## src/rtl/mac_sequencer.sv

```systemverilog
// mac_sequencer: steps one MAC lane through clear, INPUTS accumulates, a bias add,
// optional ReLU, then hands the neuron result downstream over valid/ready.
module mac_sequencer #(
  parameter int n      = 8,
  parameter int m      = 4,
  parameter int INPUTS = 4,
  parameter int ADDR_W = 2,
  parameter int RELU   = 1
) (
  input  logic              clk,
  input  logic              rst,
  input  logic              start,
  output logic              busy,
  output logic [ADDR_W-1:0] mem_addr,
  output logic              mem_rd,
  output logic              mac_clk_en,
  output logic              mac_ctrl_rst,
  output logic              mac_use_bias,
  input  logic [n-1:0]      mac_sum,
  output logic [n-1:0]      result,
  output logic              valid,
  input  logic              ready
);

  typedef enum logic [2:0] {IDLE, CLEAR, ACC, BIAS, OUT} state_t;

  localparam logic [ADDR_W-1:0] LAST = ADDR_W'(INPUTS - 1);

  if (m < 0 || m >= n || INPUTS < 1 || ADDR_W < 1 || (2 ** ADDR_W) < INPUTS) begin : g_param_check
    $error("mac_sequencer: illegal parameter combination");
  end

  state_t            state, state_nx;
  logic [ADDR_W-1:0] k;
  logic [n-1:0]      act;

  always_ff @(posedge clk or negedge rst) begin
    if (!rst) state <= IDLE;
    else      state <= state_nx;
  end

  always_comb begin
    state_nx = state;
    case (state)
      IDLE:    if (start) state_nx = CLEAR;
      CLEAR:   state_nx = ACC;
      ACC:     if (k == LAST) state_nx = BIAS;
      BIAS:    state_nx = OUT;
      OUT:     if (ready) state_nx = IDLE;
      default: state_nx = IDLE;
    endcase
  end

  // Address runs one element ahead of k so each read lands the cycle its product accumulates.
  always_comb begin
    busy         = (state != IDLE);
    mem_addr     = '0;
    mem_rd       = 1'b0;
    mac_clk_en   = 1'b0;
    mac_ctrl_rst = 1'b0;
    mac_use_bias = 1'b0;
    valid        = 1'b0;
    case (state)
      CLEAR: begin
        mac_ctrl_rst = 1'b1;
        mem_rd       = 1'b1;
      end
      ACC: begin
        mac_clk_en = 1'b1;
        if (k != LAST) begin
          mem_rd   = 1'b1;
          mem_addr = k + 1'b1;
        end else begin
          mem_addr = k;
        end
      end
      BIAS: begin
        mac_use_bias = 1'b1;
        mac_clk_en   = 1'b1;
      end
      OUT:     valid = 1'b1;
      default: ;
    endcase
  end

  always_comb begin
    act = mac_sum;
    if (RELU != 0 && mac_sum[n-1]) act = '0;
  end

  always_ff @(posedge clk or negedge rst) begin
    if (!rst) begin
      k      <= '0;
      result <= '0;
    end else begin
      if (state == ACC && k != LAST) k <= k + 1'b1;
      else                           k <= '0;
      if (state == BIAS) result <= act;
    end
  end

endmodule
```

## config.mk

```make
export PLATFORM = sky130hd
export DESIGN_NAME = mac_sequencer
export DESIGN_NICKNAME = d
export VERILOG_FILES = /design/src/rtl/mac_sequencer.sv
export SDC_FILE = /design/constraint.sdc
export NUM_CORES = 1
export LEC_CHECK = 0
export ABC_CLOCK_PERIOD_IN_PS = 1200
export CELL_PAD_IN_SITES_DETAIL_PLACEMENT = 0
export CELL_PAD_IN_SITES_GLOBAL_PLACEMENT = 1
export CORE_MARGIN = 2
export CORE_UTILIZATION = 40
export DETAILED_ROUTE_END_ITERATION = 6
export DONT_BUFFER_PORTS = 1
export PLACE_DENSITY_LB_ADDON = 0.1
export SYNTH_ARGS = -nofsm -noshare
export SYNTH_HDL_FRONTEND = slang
export SYNTH_SLANG_ARGS = --single-unit
export TNS_END_PERCENT = 1
```

## constraint.sdc

```tcl
create_clock -name clk -period 1.2 [get_ports clk]
set_input_delay 0.24 -clock clk [delete_from_list [all_inputs] [get_ports clk]]
set_output_delay 0.24 -clock clk [all_outputs]
set_load 0.01 [all_outputs]
```

==> run_results.csv <==
group,metric,value,unit
timing,fmax,610,MHz
power_and_ir_drop,switching_share,35.1,%
routing,drc_errors,0,
routing,detail-route-antenna-nets,0,
cells_and_area,seq_area,303,µm²
setup_path,r2r_end,"k[1]$_DFF_PN0_",
yosys,syn-num-nets,69,
die,io_pins,28,
setup_path,worstPathMaxFanout,2,
clocking,clk_path_buf_depth,2,
timing,hold_viol_final,0,
yosys,ys_seq_area_share,44.9,%
place,hpwl,911,µm
setup_path,rr_worst_depth,3,
setup_path,required,0.96,ns
routing,avgViaCountPerCell,5.06,
cells_and_area,fin_util,55.0,%
routing,dr.first_iter.drc_count,1,
yosys,synth.largest_area_cell,"dfrtp_1",
place,dp_cells,77,
status,violations,"setup timing",
cells_and_area,nNetsFinal,83,
place,io_buffers,0,
clocking,cts_root_buffer,"clkbuf_4",
cells_and_area,num_antenna_cells,0,
timing,hold_slack,0.139,ns
grt,antenna_found_initial,0,
setup_path,reg2reg_from,"state[0]$_DFFE_PN0P_",
yosys,ys_seq_elements,12,
die,coreArea,1540,µm²
power_and_ir_drop,p_leak,0.418,nW
routing,wl_met2,638,µm
routing,vias,420,
setup_path,arrival,1.40,ns
worst_hold_path,holdPathStages,2,
timing,slew_violations,0,
timing,timing.final.crit_period,1.64,ns
routing,dr.max_layer_used,"met3",
clocking,cts_buffers,3,
timing,finalCritPeriodShare,137,%
yosys,netlist.area_leader.share,44.9,%
cells_and_area,finalNonFillerCells,83,
power_and_ir_drop,comb_power_share,47.4,%
job,cap_viol_max_count,0,
clocking,htree_levels,1,
setup_path,start_kind,"flop",
die,initial_core_util,43.3,%
routing,wl,1240,µm
die,die_h,44.9,µm
setup_path,crit_path_end_kind,"primary output",
die,num_rows,14,
power_and_ir_drop,p_sw,0.753,mW
setup_path,crit_chain,"ha_2 -> or3b_4 -> a21oi_4",
cells_and_area,fill_cells,135,
setup_path,path_delay_family,"flip-flops",
timing,slew_headroom,62.9,%
clocking,cts_tree,"yes",
grt,grt_pass1_wl,1930,µm
clocking,clk_pin_slew,0.07,ns
setup_path,slowest_stage,"dfrtp_1",
power_and_ir_drop,clkPwrFrac,14.8,%
yosys,synthTopCellsByArea,"dfrtp_1 (45%), mux2_4 (16%), and2b_1 (6.7%), ha_1 (5.6%), buf_6 (3.4%)",
setup_path,cp_slowest_stage_delay,0.39,ns
place,gp_congestion,0.798,
grt,grt_max_degree,13,
grt,grt_pass1_vias,443,
cells_and_area,multiInputGateArea,372,µm²
yosys,yosysUniqueCellTypes,22,
timing,clock_skew,0.00358,ns
die,die_w,44.9,µm
cells_and_area,area_growth,26.8,%
clocking,clock_latency,0.27,ns
routing,wl_met3,83,µm
setup_path,rrSetupSlack,-0.08,ns
routing,drtPass1Iterations,2,
setup_path,crit_buf_inv,0,
yosys,syn_area,668,µm²
clocking,cts.sinks,12,
timing,finalWorstSetupSlack,-0.439,ns
yosys,syn_avg_cell_area,12.4,µm²
timing,setup_viol,16,
grt,grtUsageTotal,13.4,%
worst_hold_path,holdPathEnd,"state[2]$_DFFE_PN0P_",
timing,rsz0062_at_grt,"yes",
power_and_ir_drop,p_int,1.40,mW
yosys,synthCells,54,
die,dieArea,2010,µm²
grt,grt-ovfl-total,0,
power_and_ir_drop,pwr-share-seq,37.8,%
setup_path,critPathKind,"flop to primary output",
power_and_ir_drop,power_density,2540,nW/µm²
worst_hold_path,hp-start,"ready",
power_and_ir_drop,vdd_ir_drop_max,1.24,mV
cells_and_area,layout-drive-gt1-share,53.7,%
routing,wl_met1,515,µm
place,place_area,752,µm²
worst_hold_path,hp-class,"input pin to flop",
timing,worstMarginPinSlew,0.554,ns
cells_and_area,final_area,847,µm²
status,status,"finished with violations",
routing,wl_per_cell,14.9,µm
yosys,ys_warn_count,0,
==> power groups by stage <==
stage	registers, mW	clock network, mW	logic, mW
detailed placement	0.808	0	0.868
finish	0.811	0.318	1.02
global route	0.836	0.356	1.10
global placement	0.801	0	0.848
floorplan	0.773	0	0.653
CTS	0.807	0.332	0.928
==> cell usage in the layout, fill, tap and decap left out, drive strengths merged <==
cell type / netlist / layout
inv: 3 / 3
and3b: 1 / 1
clkbuf: 0 / 4
conb: 1 / 1
mux2: 7 / 7
mux2i: 1 / 1
nand2b: 2 / 2
nor3: 1 / 1
ha: 3 / 3
nor4b: 1 / 1
a21o: 1 / 1
nor2b: 1 / 1
nor3b: 2 / 2
buf: 3 / 11
nor2: 3 / 3
a21oi: 2 / 2
or3: 1 / 1
dlygate4sd3: 0 / 1
or3b: 2 / 2
dfrtp: 12 / 12
and2b: 7 / 7
==> worst max path at each step <==
stage	slack (ns)	end	startpoint	cells after the start
2_1_floorplan	-0.15	mem_rd	k[0]$_DFF_PN0_	3
3_3_place_gp	-0.14	mem_rd	k[1]$_DFF_PN0_	3
3_5_place_dp	-0.15	mem_rd	k[1]$_DFF_PN0_	3
4_1_cts	-0.45	mem_rd	k[1]$_DFF_PN0_	3
5_1_grt	-0.49	mem_rd	k[0]$_DFF_PN0_	3
6_report	-0.44	mem_rd	k[0]$_DFF_PN0_	3
==> area by class of cell <==
| type | count | area share, % |
|---|---|---|
| multi-input combinational | 36 | 43.9 |
| sequential | 12 | 35.7 |
| timing repair buffer | 12 | 12.4 |
| clock buffer | 4 | 4.28 |
| tap | 16 | 2.36 |
| inverter | 3 | 1.33 |
==> cell usage after synthesis <==
cell,n
buf_6,2
inv_1,3
nor2_1,3
mux2i_1,1
or3_2,1
buf_4,1
nor4b_1,1
nor2b_1,1
nand2b_1,2
a21oi_1,2
and3b_1,1
conb_1,1
nor3_1,1
mux2_4,7
and2b_2,1
dfrtp_1,12
nor3b_2,1
ha_1,3
and2b_1,6
nor3b_1,1
a21o_2,1
or3b_1,2
==> metal layers <==
layer	vias to the layer above	track usage [%]
li1	203	-
met1	203	17.0
met5	-	0
met4	0	5.29
met2	14	20.3
met3	0	5.60
==> registers in the layout, summed over array words and instances, names as in the netlist <==
| register | cells |
|---|---|
| k | 2 |
| result | 7 |
| state | 3 |
==> per-stage QoR <==
step	setup slack (ns)	setup TNS [ns]	total power, mW
floorplan	-0.153	-0.502	1.43
global placement	-0.139	-0.594	1.65
detailed placement	-0.145	-0.777	1.68
CTS	-0.454	-2.60	2.07
global route	-0.493	-3.22	2.29
finish	-0.439	-2.51	2.15
==> cell families after synthesis <==
group	synth area share, %
AND/OR/NAND/NOR	22.7
flip-flops	44.9
adder cells (fa/ha/maj)	5.62
buffers and inverters	6.18
AO/OA/AOI/OAI	2.81
multiplexers	17.2
other	0.561
==> what timing repair did <==
action                     4_1_cts  5_1_grt
setup endpoints to repair       17       17
pin swaps                        0        2
setup buffers                    0        1
gates cloned                     0        0
gates resized for setup          5        6
hold buffers                     1        0
hold endpoints to repair        12        0
Power figures use the tool's default switching activity.
